### src/rtl/timer_if.sv
// CPU-side register bus for the timer: one select, word address, byte strobes,
// a one-cycle ready acknowledge, plus the level interrupt back to the CPU.
interface timer_if;
    logic        sel;
    logic [2:0]  addr;
    logic [3:0]  wstrb;
    logic [31:0] wdata;
    logic [31:0] rdata;
    logic        ready;
    logic        irq;

    modport master (output sel, addr, wstrb, wdata, input rdata, ready, irq);
    modport slave  (input sel, addr, wstrb, wdata, output rdata, ready, irq);
endinterface

### src/rtl/timer.sv
// Prescaled 32-bit down-counting timer with one-shot / auto-reload modes,
// sticky expiry flag and maskable level interrupt, on a simple 2-cycle bus.
module timer #(
    parameter int PRESCALE_W = 16
) (
    input  logic   clk,
    input  logic   rst,
    timer_if.slave bus
);
    localparam logic [2:0] A_CTRL = 3'd0;
    localparam logic [2:0] A_PRE  = 3'd1;
    localparam logic [2:0] A_CNT  = 3'd2;
    localparam logic [2:0] A_RLD  = 3'd3;
    localparam logic [2:0] A_STAT = 3'd4;

    logic                  en, auto_rl, ie, exp_flag;
    logic [PRESCALE_W-1:0] prescale, pc;
    logic [31:0]           count, reload, rd_val, pre_merged;
    logic                  access, wr, tick, expire;

    function automatic logic [31:0] merge(input logic [31:0] old,
                                          input logic [31:0] din,
                                          input logic [3:0]  be);
        logic [31:0] r;
        r = old;
        for (int i = 0; i < 4; i++)
            if (be[i]) r[8*i +: 8] = din[8*i +: 8];
        return r;
    endfunction

    // An access starts only while ready is low, so a held sel alternates ready.
    assign access     = bus.sel && !bus.ready;
    assign wr         = access && (bus.wstrb != 4'b0000);
    assign tick       = en && (pc == prescale);
    assign expire     = tick && (count == 32'd0);
    assign pre_merged = merge(32'(prescale), bus.wdata, bus.wstrb);
    assign bus.irq    = exp_flag && ie;

    always_comb begin
        rd_val = 32'd0;
        case (bus.addr)
            A_CTRL:  rd_val = {29'd0, ie, auto_rl, en};
            A_PRE:   rd_val = 32'(prescale);
            A_CNT:   rd_val = count;
            A_RLD:   rd_val = reload;
            A_STAT:  rd_val = {31'd0, exp_flag};
            default: rd_val = 32'd0;
        endcase
    end

    always_ff @(posedge clk or posedge rst) begin
        if (rst) begin
            en        <= 1'b0;
            auto_rl   <= 1'b0;
            ie        <= 1'b0;
            exp_flag  <= 1'b0;
            prescale  <= '0;
            pc        <= '0;
            count     <= 32'd0;
            reload    <= 32'd0;
            bus.ready <= 1'b0;
            bus.rdata <= 32'd0;
        end else begin
            bus.ready <= access;
            if (access) bus.rdata <= rd_val;

            if (!en || tick || (wr && (bus.addr == A_CTRL || bus.addr == A_PRE)))
                pc <= '0;
            else
                pc <= pc + 1'b1;

            // A CPU write of EN overrides the one-shot auto-clear.
            if (wr && bus.addr == A_CTRL && bus.wstrb[0])
                {ie, auto_rl, en} <= bus.wdata[2:0];
            else if (expire && !auto_rl)
                en <= 1'b0;

            if (wr && bus.addr == A_PRE) prescale <= pre_merged[PRESCALE_W-1:0];
            if (wr && bus.addr == A_RLD) reload   <= merge(reload, bus.wdata, bus.wstrb);

            if (wr && bus.addr == A_CNT)
                count <= merge(count, bus.wdata, bus.wstrb);
            else if (tick) begin
                if (count != 32'd0) count <= count - 32'd1;
                else if (auto_rl)   count <= reload;
            end

            // Expiry beats a same-cycle write-1-to-clear.
            if (expire)
                exp_flag <= 1'b1;
            else if (wr && bus.addr == A_STAT && bus.wstrb[0] && bus.wdata[0])
                exp_flag <= 1'b0;
        end
    end
endmodule

### src/flat_wrapper.sv
// flat-port wrapper written by rule: the top's interface ports become plain ports
module timer_flat 
#(
    parameter int PRESCALE_W = 16
)
  (clk, rst, bus_sel, bus_addr, bus_wstrb, bus_wdata, bus_rdata, bus_ready, bus_irq);
  timer_if bus_i ();
  input  logic clk;
  input  logic rst;
  input wire logic [$bits(bus_i.sel)-1:0] bus_sel;
  input wire logic [$bits(bus_i.addr)-1:0] bus_addr;
  input wire logic [$bits(bus_i.wstrb)-1:0] bus_wstrb;
  input wire logic [$bits(bus_i.wdata)-1:0] bus_wdata;
  output wire logic [$bits(bus_i.rdata)-1:0] bus_rdata;
  output wire logic [$bits(bus_i.ready)-1:0] bus_ready;
  output wire logic [$bits(bus_i.irq)-1:0] bus_irq;
  assign bus_i.sel = bus_sel;
  assign bus_i.addr = bus_addr;
  assign bus_i.wstrb = bus_wstrb;
  assign bus_i.wdata = bus_wdata;
  assign bus_rdata = bus_i.rdata;
  assign bus_ready = bus_i.ready;
  assign bus_irq = bus_i.irq;
  timer #(.PRESCALE_W(PRESCALE_W)) u_core (.clk(clk), .rst(rst), .bus(bus_i));
endmodule
### config.mk
export PLATFORM = sky130hd
export DESIGN_NAME = timer_flat
export DESIGN_NICKNAME = d
export VERILOG_FILES = /design/src/rtl/timer_if.sv /design/src/rtl/timer.sv /design/src/flat_wrapper.sv
export SDC_FILE = /design/constraint.sdc
export NUM_CORES = 1
export LEC_CHECK = 0
export ABC_AREA = 1
export BUFFER_PORTS_ARGS = -buffer_cell sky130_fd_sc_hd__buf_2
export CORE_ASPECT_RATIO = 1.25
export CORE_MARGIN = 2
export CORE_UTILIZATION = 55
export CTS_CLUSTER_SIZE = 28
export DETAILED_ROUTE_END_ITERATION = 8
export GPL_ROUTABILITY_DRIVEN = 0
export HOLD_SLACK_MARGIN = 0.03
export PLACE_DENSITY = 0.75
export SYNTH_ARGS = -nofsm -noshare
export SYNTH_HDL_FRONTEND = slang
export SYNTH_SLANG_ARGS = --single-unit
### constraint.sdc
create_clock -name clk -period 9.7 [get_ports clk]
set_input_delay 0 -clock clk [delete_from_list [all_inputs] [get_ports clk]]
set_output_delay 0 -clock clk [all_outputs]
set_load 0.05 [all_outputs]
# Word level (Yosys, flattened, before mapping)
# Index checks and enable logic that the tools add are counted.
# word_totals
output_inout_bits	34
register_bits	133
inputBits	42
word_cells	81
# op_classes
add_sub_neg	2
n_eq_ne	9
n_reduce_logical	39
mux	14
# op_table
operator	n
$pmux W32 S5	1
$mux W32	4
$logic_not A32 Y1	1
$mux W8	4
$reduce_bool A32 Y1	1
$sub A32 B1 Y32 const B	1
$add A16 B1 Y16 const B	1
$eq A16 B16 Y1	1
$mux W16	1
$logic_and A1 B1 Y1	15
$reduce_and A2 Y1	6
$reduce_and A3 Y1	4
$ne A2 B2 Y1 const B	4
$eq A3 B2 Y1 const B	2
$reduce_bool A2 Y1	3
$mux W1	4
$reduce_bool A4 Y1	1
$eq A3 B1 Y1 const B	1
$eq A3 B3 Y1 const B	1
$logic_not A1 Y1	3
$logic_not A3 Y1	1
$logic_or A1 B1 Y1	3
$reduce_bool A3 Y1	1

# Depth between registers and ports, before layout
# logic_depth
ltp_word	8
mapped_depth	13

# Least setup slack after synthesis
# Ideal clock, no wire load.
# synth_path
path_kind	register to register
start	reg u_core.bus.ready
end	reg u_core.count[3]
t_required_ps	9577
path_buffers	1
path_stages_with_launch	10
t_arrival_ps	1731
path_slack_ps	7845
period_less_slack_ps	1855
cell_sequence	dfrtp_1 nor2_4 nand2_2 nor2_8 inv_4 nand3_4 nand3_4 buf_12 nand2_2 o21ai_2
# synth_between
elab_chain_len	6
word_cells_on_any_way	9
# synth_lines
item	line	rtl
from (decl)	timer_if.sv:13	modport slave (input sel, addr, wstrb, wdata, output rdata, ready, irq);
from (signal assigned)	timer.sv:64	bus.ready <= access;
$logic_not A1 Y1 *	timer.sv:32	assign access = bus.sel && !bus.ready;
$logic_and A1 B1 Y1 *	timer.sv:32	
$logic_and A1 B1 Y1 *	timer.sv:33	assign wr = access && (bus.wstrb != 4'b0000);
$logic_and A1 B1 Y1 *	timer.sv:81	if (wr && bus.addr == A_CNT)
$ne A2 B2 Y1 (no line) (tied with other cells)	--	
$reduce_and A3 Y1 (no line)	--	
to (signal assigned)	timer.sv:82	count <= merge(count, bus.wdata, bus.wstrb);
to (signal assigned)	timer.sv:84	if (count != 32'd0) count <= count - 32'd1;
to (signal assigned)	timer.sv:85	else if (auto_rl) count <= reload;
to (decl)	timer.sv:18	logic [31:0] count, reload, rd_val, pre_merged;
# Every way passes the cells marked *; elsewhere a longest branch is shown, timed or not.
# A chain may end at the register's enable or synchronous reset.

# Final worst setup path
# layout_path
start	reg u_core.bus.ready
end	reg u_core.count[4]
# The elaborated chain is that of the path after synthesis.

==> metrics.md <==
| Metric | Value |
|---|---|
| Status | `finished clean` |
| Initial DRC count | `570` |
| Most frequent CP cell | `nand3_4` |
| Register bit count reported by yosys | `133` |
| TritonCTS clock tree | `done` |
| Total GRT Usage | `29.97%` |
| Synth area leaders | `dfrtp_1 (41%), nand2_1 (18%), inv_1 (6.1%)` |
| Setup-failing EPs final | `0` |
| Unique masters post-synth | `40` |
| IR drop worst, VDD | `164.3 uV` |
| DRC | `0` |
| CP Launch Type | `register` |
| Max stage delay on crit path | `440 ps` |
| Largest net degree at the start of global routing | `82` |
| Clock Latency Late Sink | `430 ps` |
| Initial Util | `56.19%` |
| Postcts setup bufs | `0` |
| CTS sink count | `133` |
| Synth async-reset ratio | `100.0%` |
| Final core utilization | `66.73%` |
| Cell area after synthesis | `0.008061 mm^2` |
| PortBufs | `75` |
| DP HPWL | `15.88 mm` |
| Gr ovfl total | `0` |
| Tmin final | `2777 ps` |
| Peak Freq | `0.3601 GHz` |
| Mapped Cells | `1116` |
| Overall Power | `2.786 mW` |
| CP max FO | `44` |
| Via count | `7684` |
| Die footprint | `0.01565 mm^2` |
| CP arrival | `3090 ps` |
| Share of cells above drive strength 1 | `16.53%` |
| Final Cycle Share | `28.63%` |
| H-tree depth | `4` |
| RSZ-0062 raised after global routing | `no` |
| Number of global-route vias before repair | `7701` |
| Initial antenna violation count | `0` |
| Crit path kind | `reg -> reg` |
| Pleak | `5.005 nW` |
| PnR worst setup slack | `6923 ps` |
| Crit-path cells | `nor2_4 -> buf_4 -> nand2_2 -> nor2_8 -> inv_4 -> nand3_4 -> nand3_4 -> nand2_1 -> o21ai_2` |
| CP required | `10020 ps` |
| Post-synth EDFFs | `0` |
| Worst Hold Class | `in -> reg` |
| Highest-delay cell along the critical path | `buf_4` |
| IO Count | `76` |
| Die height | `139.4 um` |
| Share of the synthesized area in the top cell type | `41.29%` |
| Top delay family on crit path | `simple AND/OR/NAND/NOR gates` |
| Diodes inserted | `0` |
| Buf+Inv Stages, Crit Path | `2` |
| Wire length per cell | `16.07 um` |
| PD cells | `291.0 mW/mm^2` |
| Flop-to-flop setup slack | `6920 ps` |
| Global-route wire length before repair | `37.30 mm` |
| DR vias/cell | `5.442` |
| Root Buffer | `clkbuf_16` |
| Seq/Total Area, Yosys | `41.29%` |
| Std-Cell Rows | `49` |
| Core Region | `0.01435 mm^2` |
| Synth area leader | `dfrtp_1` |
| Total routed wirelength | `22.69 mm` |
| DP Worst Slack | `6959 ps` |
| Clock slew at reported path FFs | `60 ps` |
| Slew headroom | `31.91%` |
| Synth Warn # | `0` |
| Setup_tns | `0 ps` |
| Pins Over Slew Limit | `0` |
| Final antenna-violating net count | `0` |
| Avg Synthesized Cell Area | `7.224 um^2` |
| Syn nets | `1161` |
| Skew final | `7.333 ps` |
| Critical path endpoint category | `register` |
| Drt pass-1 iters | `7` |
| Clock buffer depth | `2` |
| Hold Violations, Final | `0` |
| Die W | `112.3 um` |
| Area Overhead vs Synth | `18.75%` |
| CTS Buf Count | `17` |
| Synth Flop Type | `dfrtp_1` |
| Layout net count | `1266` |
| Max cap viols | `0` |
| Worst-margin pin slew | `1021 ps` |
## metrics by stage
step / hold WS, ps / area, um^2 / std cells
after detailed placement: 72.86 / 8548 / 1346
after floorplan: 148.4 / 8061 / 1116
after global routing: 97.67 / 9573 / 1412
after global placement: 70.87 / 8548 / 1346
final: 59.16 / 9573 / 1412
after CTS: 51.14 / 9573 / 1412
## worst min-delay path: cells and delay by family
family,cells,cell delay [ps]
AND/OR/NAND/NOR,1,210
buffers and inverters,1,130
AO/OA/AOI/OAI,1,100
## cells in the mapped netlist (6+ instances only)
cell and instances:
o221ai_1 9, nor2_2 14, xor2_1 13, o22ai_1 19, mux2_2 30, inv_1 131, inv_2 9, nor2_1 109
nand3_1 82, nand4_1 11, clkbuf_1 8, dfrtp_1 133, nand2_1 380, o21ai_0 41, a21oi_1 20, buf_2 11
nor2_4 9, nor4_1 6, o21ai_1 18, o21ai_2 6, nand2_2 13, nor3_1 7
## final timing paths
| path | cells after the start | end | start |
|---|---|---|---|
| max in group asynchronous | 4 | u_core.pc[12]$_DFF_PP0_ | rst |
| worst min register to register | 2 | u_core.reload[12]$_DFFE_PP0P_ | u_core.reload[12]$_DFFE_PP0P_ |
| worst max-delay path | 9 | u_core.count[4]$_DFFE_PP0P_ | u_core.bus.ready$_DFF_PP0_ |
| worst max register to register | 9 | u_core.count[4]$_DFFE_PP0P_ | u_core.bus.ready$_DFF_PP0_ |
| min in group asynchronous | 3 | u_core.bus.rdata[29]$_DFFE_PP0P_ | rst |
| worst min-delay path | 3 | u_core.en$_DFFE_PP0P_ | bus_wstrb[0] |
## kinds of logic (layout without fill, tap and decap cells)
group           Yosys count  after routing  share of synthesized area (%)
compound gates          121            121                          8.847
simple gates            648            648                          35.42
fa+ha+maj                 3              3                         0.4657
xor+xnor                 13             13                          1.412
buf+inv                 168            286                          8.381
mux                      30             30                          4.191
flops                   133            133                          41.29
## power by group
group,switching (mW),leakage (nW),internal [mW]
Clock,0.241,0.331,0.509
Sequential,0.135,1.72,0.681
Combinational,0.850,2.95,0.369
Total,1.23,5.00,1.56
## what timing repair did
action / CTS / global route
endpoints found under the setup margin: 0 / 0
endpoints found under the hold margin: 137 / 0
hold buffers: 34 / 0
resized for setup: 0 / 0
## layer usage
layer | GRT usage, % | vias to the layer above | share of wire, %
met5 | 0 | - | 0
met4 | 15.34 | 0 | 3.7
met3 | 5.226 | 64 | 5.0
met2 | 52.38 | 255 | 51
met1 | 35.18 | 3586 | 40
li1 | - | 3779 | -
## sequential cells by signal (all words and copies together) (netlist names)
name	flops
u_core.bus.rdata	32
u_core.auto_rl	1
u_core.prescale	16
u_core.en	1
u_core.bus.ready	1
u_core.reload	32
u_core.count	32
u_core.exp_flag	1
u_core.ie	1
u_core.pc	16
## final cells by class
type                       instances  area, um^2
multi-input combinational        815        4058
clock inverter                     8       192.7
timing repair buffer             112       738.2
sequential                       133        3328
inverter                         142       541.8
clock buffer                      24       491.7
tap                              178       222.7
fill                            1280        4773
## cells in the final DEF (no fill, tap or decap), types with 9 or more instances in the layout
cell | synthesis | layout
nand2_1 | 380 | 380
dfrtp_1 | 133 | 133
inv_1 | 131 | 130
nor2_1 | 109 | 109
nand3_1 | 82 | 82
buf_2 | 11 | 75
o21ai_0 | 41 | 41
dlygate4sd3_1 | 0 | 34
mux2_2 | 30 | 30
a21oi_1 | 20 | 20
o22ai_1 | 19 | 19
o21ai_1 | 18 | 18
clkbuf_16 | 0 | 17
nor2_2 | 14 | 14
xor2_1 | 13 | 13
nand2_2 | 13 | 13
nand4_1 | 11 | 11
nor2_4 | 9 | 9
inv_2 | 9 | 9
o221ai_1 | 9 | 9
(Power assumes the default switching activity.)
